## config.mk

```make
export PLATFORM = sky130hd
export DESIGN_NAME = con_seq
export DESIGN_NICKNAME = d
export VERILOG_FILES = /design/src/rtl/con_seq.sv
export SDC_FILE = /design/constraint.sdc
export NUM_CORES = 1
export LEC_CHECK = 0
export ABC_CLOCK_PERIOD_IN_PS = 3370
export CAP_MARGIN = 20
export CORE_ASPECT_RATIO = 0.6
export CORE_MARGIN = 4
export CORE_UTILIZATION = 45
export CTS_CLUSTER_SIZE = 25
export DETAILED_ROUTE_END_ITERATION = 12
export GPL_TIMING_DRIVEN = 0
export PLACE_DENSITY_LB_ADDON = 0.15
export SETUP_SLACK_MARGIN = 0.15
export SKIP_LAST_GASP = 1
export SYNTH_ARGS = -nofsm -noshare
export SYNTH_HDL_FRONTEND = slang
export SYNTH_SLANG_ARGS = --single-unit
```

## constraint.sdc

```tcl
create_clock -name clk -period 3.37 [get_ports clk]
set_input_delay 0.674 -clock clk [delete_from_list [all_inputs] [get_ports clk]]
set_output_delay 0.674 -clock clk [all_outputs]
set_load 0.05 [all_outputs]
```

## src/rtl/con_seq.sv

```systemverilog
// con_seq: instruction control sequencer (IDLE -> FETCH -> EXEC loop, HALT until reset).
// Define CON_STEP_EN to add a PAUSE state after every non-HALT EXEC, released by step.
module con_seq #(
  parameter int unsigned IW  = 8,
  parameter int unsigned RAW = 2,
  parameter int unsigned CW  = 16
) (
  input  logic           clk,
  input  logic           rst_n,
  input  logic [IW-1:0]  ir,
  input  logic           alu_c,
  input  logic           alu_z,
  input  logic           step,
  output logic [3:0]     alu_s,
  output logic           alu_m,
  output logic           shi_fbus,
  output logic           shi_flbus,
  output logic           shi_frbus,
  output logic [1:0]     madd,
  output logic [RAW-1:0] reg_ra,
  output logic [RAW-1:0] reg_wa,
  output logic           reg_we_n,
  output logic           ram_rd_n,
  output logic           ram_wr_n,
  output logic           pc_ld,
  output logic           pc_inc,
  output logic           ir_ld,
  output logic           in_en,
  output logic           out_en,
  output logic           c_flag,
  output logic           z_flag,
  output logic           halted,
  output logic [CW-1:0]  instr_cnt
);

  typedef enum logic [2:0] {
    S_IDLE,
    S_FETCH,
    S_EXEC,
    S_PAUSE,
    S_HALT
  } state_t;

  localparam logic [3:0] OP_NOP  = 4'h0;
  localparam logic [3:0] OP_MOVA = 4'h1;
  localparam logic [3:0] OP_MOVB = 4'h2;
  localparam logic [3:0] OP_MOVC = 4'h3;
  localparam logic [3:0] OP_ADD  = 4'h4;
  localparam logic [3:0] OP_SUB  = 4'h5;
  localparam logic [3:0] OP_AND  = 4'h6;
  localparam logic [3:0] OP_NOT  = 4'h7;
  localparam logic [3:0] OP_RSR  = 4'h8;
  localparam logic [3:0] OP_RSL  = 4'h9;
  localparam logic [3:0] OP_JMP  = 4'hA;
  localparam logic [3:0] OP_JZ   = 4'hB;
  localparam logic [3:0] OP_JC   = 4'hC;
  localparam logic [3:0] OP_IN   = 4'hD;
  localparam logic [3:0] OP_OUT  = 4'hE;
  localparam logic [3:0] OP_HALT = 4'hF;

`ifdef CON_STEP_EN
  localparam state_t S_POST_EXEC = S_PAUSE;
`else
  localparam state_t S_POST_EXEC = S_FETCH;
  logic unused_step;
  assign unused_step = step;
`endif

  state_t     state;
  state_t     state_nxt;
  logic [3:0] op;
  logic       take_jump;

  assign op     = ir[IW-1 -: 4];
  assign alu_s  = op;
  assign reg_wa = ir[2*RAW-1:RAW];
  assign reg_ra = ir[RAW-1:0];
  assign halted = (state == S_HALT);

  // Jump decision uses the flags as they stood before this EXEC edge
  assign take_jump = (op == OP_JMP) || ((op == OP_JZ) && z_flag) || ((op == OP_JC) && c_flag);

  always_ff @(posedge clk or negedge rst_n) begin
    if (!rst_n) state <= S_IDLE;
    else        state <= state_nxt;
  end

  always_comb begin
    state_nxt = state;
    alu_m     = 1'b0;
    shi_fbus  = 1'b0;
    shi_flbus = 1'b0;
    shi_frbus = 1'b0;
    madd      = 2'b00;
    reg_we_n  = 1'b1;
    ram_rd_n  = 1'b1;
    ram_wr_n  = 1'b1;
    pc_ld     = 1'b0;
    pc_inc    = 1'b0;
    ir_ld     = 1'b0;
    in_en     = 1'b0;
    out_en    = 1'b0;
    case (state)
      S_IDLE: state_nxt = S_FETCH;
      S_FETCH: begin
        ir_ld     = 1'b1;
        ram_rd_n  = 1'b0;
        pc_inc    = 1'b1;
        state_nxt = S_EXEC;
      end
      S_EXEC: begin
        state_nxt = (op == OP_HALT) ? S_HALT : S_POST_EXEC;
        case (op)
          OP_MOVA: begin
            reg_we_n = 1'b0;
            shi_fbus = 1'b1;
          end
          OP_MOVB: begin
            madd     = 2'b10;
            ram_wr_n = 1'b0;
            shi_fbus = 1'b1;
          end
          OP_MOVC: begin
            madd     = 2'b01;
            ram_rd_n = 1'b0;
            reg_we_n = 1'b0;
          end
          OP_ADD, OP_SUB, OP_AND, OP_NOT: begin
            reg_we_n = 1'b0;
            shi_fbus = 1'b1;
            alu_m    = 1'b1;
          end
          OP_RSR: begin
            reg_we_n  = 1'b0;
            shi_frbus = 1'b1;
            alu_m     = 1'b1;
          end
          OP_RSL: begin
            reg_we_n  = 1'b0;
            shi_flbus = 1'b1;
            alu_m     = 1'b1;
          end
          // Two-word jumps: operand sits at PC, so a not-taken jump skips it
          OP_JMP, OP_JZ, OP_JC: begin
            ram_rd_n = 1'b0;
            pc_ld    = take_jump;
            pc_inc   = !take_jump;
          end
          OP_IN: begin
            reg_we_n = 1'b0;
            in_en    = 1'b1;
          end
          OP_OUT: begin
            shi_fbus = 1'b1;
            alu_m    = 1'b1;
            out_en   = 1'b1;
          end
          OP_NOP, OP_HALT: ;
          default: ;
        endcase
      end
`ifdef CON_STEP_EN
      S_PAUSE: if (step) state_nxt = S_FETCH;
`else
      S_PAUSE: state_nxt = S_FETCH;
`endif
      S_HALT:  state_nxt = S_HALT;
      default: state_nxt = S_IDLE;
    endcase
  end

  // Flags and retired count update on the EXEC edge only
  always_ff @(posedge clk or negedge rst_n) begin
    if (!rst_n) begin
      c_flag    <= 1'b0;
      z_flag    <= 1'b0;
      instr_cnt <= '0;
    end else if (state == S_EXEC) begin
      instr_cnt <= instr_cnt + CW'(1);
      case (op)
        OP_ADD, OP_SUB: begin
          c_flag <= alu_c;
          z_flag <= alu_z;
        end
        OP_RSR, OP_RSL: c_flag <= alu_c;
        default: ;
      endcase
    end
  end

endmodule

```

==> reports/qor.yml <==
status:
  status: "finished clean"
routing:
  drc: 0
  via_per_inst: 5.274
  first_pass_iters: 4
  wl_um: 3221
  ant_nets: 0
  drt_iter0_drc: 98
  avgRoutedWirePerCell_um: 15.19
  vias: 1118
yosys:
  synth_compound_area_share_pct: 7.121
  synth-main-ff-cell: "dfrtp_1"
  synth-simple-area-share_pct: 27.16
  synth_adder_area_share_pct: 1.017
  synth_edf_count: 0
  ys_async_sr_fraction_pct: 100.0
  yosys_warnings: 0
  syn_area_um2: 1230
  muxShareOfSynthArea_pct: 1.831
  syn_nets: 143
  synth_xor_area_share_pct: 11.39
  syn_avg_cell_area_um2: 9.534
  synth_top_family_by_area: "simple AND/OR/NAND/NOR gates"
  synthCells: 129
  ys_types: 37
  seq_area_frac_synth_pct: 42.73
  ys_ff_latch: 21
placement:
  hpwl_um: 2506
  place_ws_ns: -0.2610
  io_buffers: 47
  gp_congestion: 0.7794
clock_tree:
  clkTransAtPathRegs_ns: 0.07
  cts_buffer_depth: 2
  cts_sinks: 21
  tritoncts: "built"
  cts_buffers: 3
  cts_htree_levels: 1
  cts-root-buf: "clkbuf_8"
  post_cts_buffers: 0
  clkLatencyLatePin_ns: 0.26
global_route:
  grtUsageTotal_pct: 19.63
  grt_max_degree: 22
  met2_usage_pct: 30.95
  met3_usage_pct: 4.752
  met1_usage_pct: 27.19
  antenna_found_initial: 0
  grt_pass1_wl_um: 5416
  grt_busiest_layer: "met2"
  grt_pass1_vias: 1078
  grt-ovfl-total: 0
floorplanning:
  rows: 14
  die_w_um: 75.49
  ioPinCount: 54
  die-area_um2: 3661
  die_h_um: 48.50
  start_util_pct: 48.09
  core_um2: 2557
worst_setup_path:
  end_kind: "output port"
  crit_slowest_cell: "dlygate4sd2_1"
  cp.required_ns: 2.70
  critPathKind: "input port to output port"
  cp_top_family: "buffers and inverters"
  crit_fanout: 10
  timing.critical_path.from_type: "input port"
  path_cells: "clkdlybuf4s50_1, clkbuf_1, a21oi_1, o22a_1, nor2_1, dlygate4sd2_1"
  cp_num_buf_inv: 3
  max_stage_delay_ns: 0.53
  worstPathArrival_ns: 2.47
  r2r_start: "state[2]"
  cp-startpoint: "ir[4]"
pwr:
  p_per_area_nw_per_um2: 569.6
  clkPwrFrac_pct: 16.1
  combPwrFrac_pct: 48.0
  intPower_mw: 0.5525
  ir_drop_v: 0.0006189
  p_leak_nw: 0.7959
  swShare_pct: 45.44
  switchingPower_mw: 0.4602
  seqPwrFrac_pct: 35.8
sta:
  holdWs_ns: 0.4657
  min_period_over_period_pct: 93.37
  tightestPinTransition_ns: 0.9403
  drv_slew: 0
  setup_ws_ns: 0.2235
  hold_viol: 0
  finalCriticalPeriod_ns: 3.146
  setup_violations: 0
  fmax_mhz: 317.8
  skew_ns: 0.001538
  rsz0062_at_grt: "false"
  max_slew_margin_pct: 37.12
final_layout:
  areaGrowthSynthToFinish_pct: 44.56
  diodes: 0
  fin_nets: 195
  drive_gt1_share_pct: 14.44
  utilization_pct: 69.52
min_path:
  hp-start: "instr_cnt[15]"
  min_path_type: "flip-flop to flip-flop"
job:
  drv_cap: 0
stage by stage:
stage	cell area [um^2]	total power [mW]	TNS (ns)	instances
after global placement	1740	0.8424	-1.239	208
after detailed placement	1740	0.8563	-1.661	208
after floorplan	1230	0.6851	0	129
after CTS	1779	1.018	0	212
after global routing	1778	1.065	0	212
final	1778	1.013	0	212
metal layers:
metal  part of all wire (%)  wire length, um  vias to the layer above
met4                    1.1               36                        0
met3                    5.9              189                        4
met2                     48             1546                       35
li1                       -                -                      544
met1                     45             1449                      535
met5                      0                0                        -
kinds of logic after synthesis:
group,count (synthesis)
and+or+nand+nor,58
DFF,21
buffers and inverters,18
AOI/OAI and AO/OA,13
xor gates and xnor gates,16
muxes,2
adders and majority gates,1
cells in the mapped netlist (2+ instances only):
cell      number  share of area (%)
nand2_1       13                4.0
nor3_1         5                2.0
o21bai_1       2                1.2
nor2_1        11                3.4
xnor2_1        7                5.0
nor3b_1        4                2.4
buf_2          2               0.81
nor2b_1        2                1.0
nand4_1        4                2.0
inv_1          4                1.2
and3_1         2                1.0
nand2b_1       2                1.0
nand3_1        6                2.4
a21oi_1        4                1.6
dfrtp_1       21                 43
clkbuf_1       3               0.92
nor4_1         2                1.0
xor2_1         9                6.4
buf_4          8                4.9
path summary, 6_finish.rpt:
check | endpoint | slack (ns) | depth (start not counted)
setup / recovery | shi_fbus | 0.22 | 6
hold / removal | instr_cnt[15] | 0.47 | 1
setup reg to reg | z_flag | 1.69 | 4
hold reg to reg | instr_cnt[15] | 0.47 | 1
max in group asynchronous | instr_cnt[9] | 1.86 | 1
min in group asynchronous | state[2] | 0.94 | 1
final cells by class:
class                   instances  area [um^2]
plain buffers                  14        95.09
clock buffers                   4        45.04
fillers                       194        779.5
inverters                       4        15.01
multi-input cells              90        596.8
flip-flops and latches         21        525.5
well taps                      32        40.04
repair buffers                 47        460.4
placed cells by master (no fill, tap or decap), types with 2 or more instances in the layout:
master,synthesis,layout
buf_4,8,8
nor2_1,11,11
xor2_1,9,9
and3_1,2,2
a21oi_1,4,4
nand4_1,4,4
inv_1,4,4
nor4_1,2,2
nand2b_1,2,2
nand3_1,6,6
nor2b_1,2,2
nor3_1,5,5
clkbuf_8,0,3
o21bai_1,2,2
buf_2,2,2
nand2_1,13,13
xnor2_1,7,7
dfrtp_1,21,21
clkbuf_1,3,2
dlygate4sd2_1,0,7
clkbuf_2,0,3
clkdlybuf4s15_2,0,3
nor3b_1,4,4
clkdlybuf4s50_1,0,34
repair_timing:
action                                  CTS  global route
hold buffers                              0             0
endpoints found under the setup margin   13            10
gates resized for setup                  21             9
pin swaps                                 0             0
registers in the layout, summed over array words and instances (netlist names):
| register | count |
|---|---|
| c_flag | 1 |
| instr_cnt | 16 |
| state | 3 |
| z_flag | 1 |
power by group through the flow:
stage	combinational, mW	sequential, mW	clock (mW)
3_3_place_gp	0.482	0.361	0
3_5_place_dp	0.492	0.365	0
5_1_grt	0.518	0.370	0.176
4_1_cts	0.489	0.361	0.169
6_report	0.486	0.363	0.163
2_1_floorplan	0.178	0.507	0
Note: power is estimated with default switching activity, not from simulation.
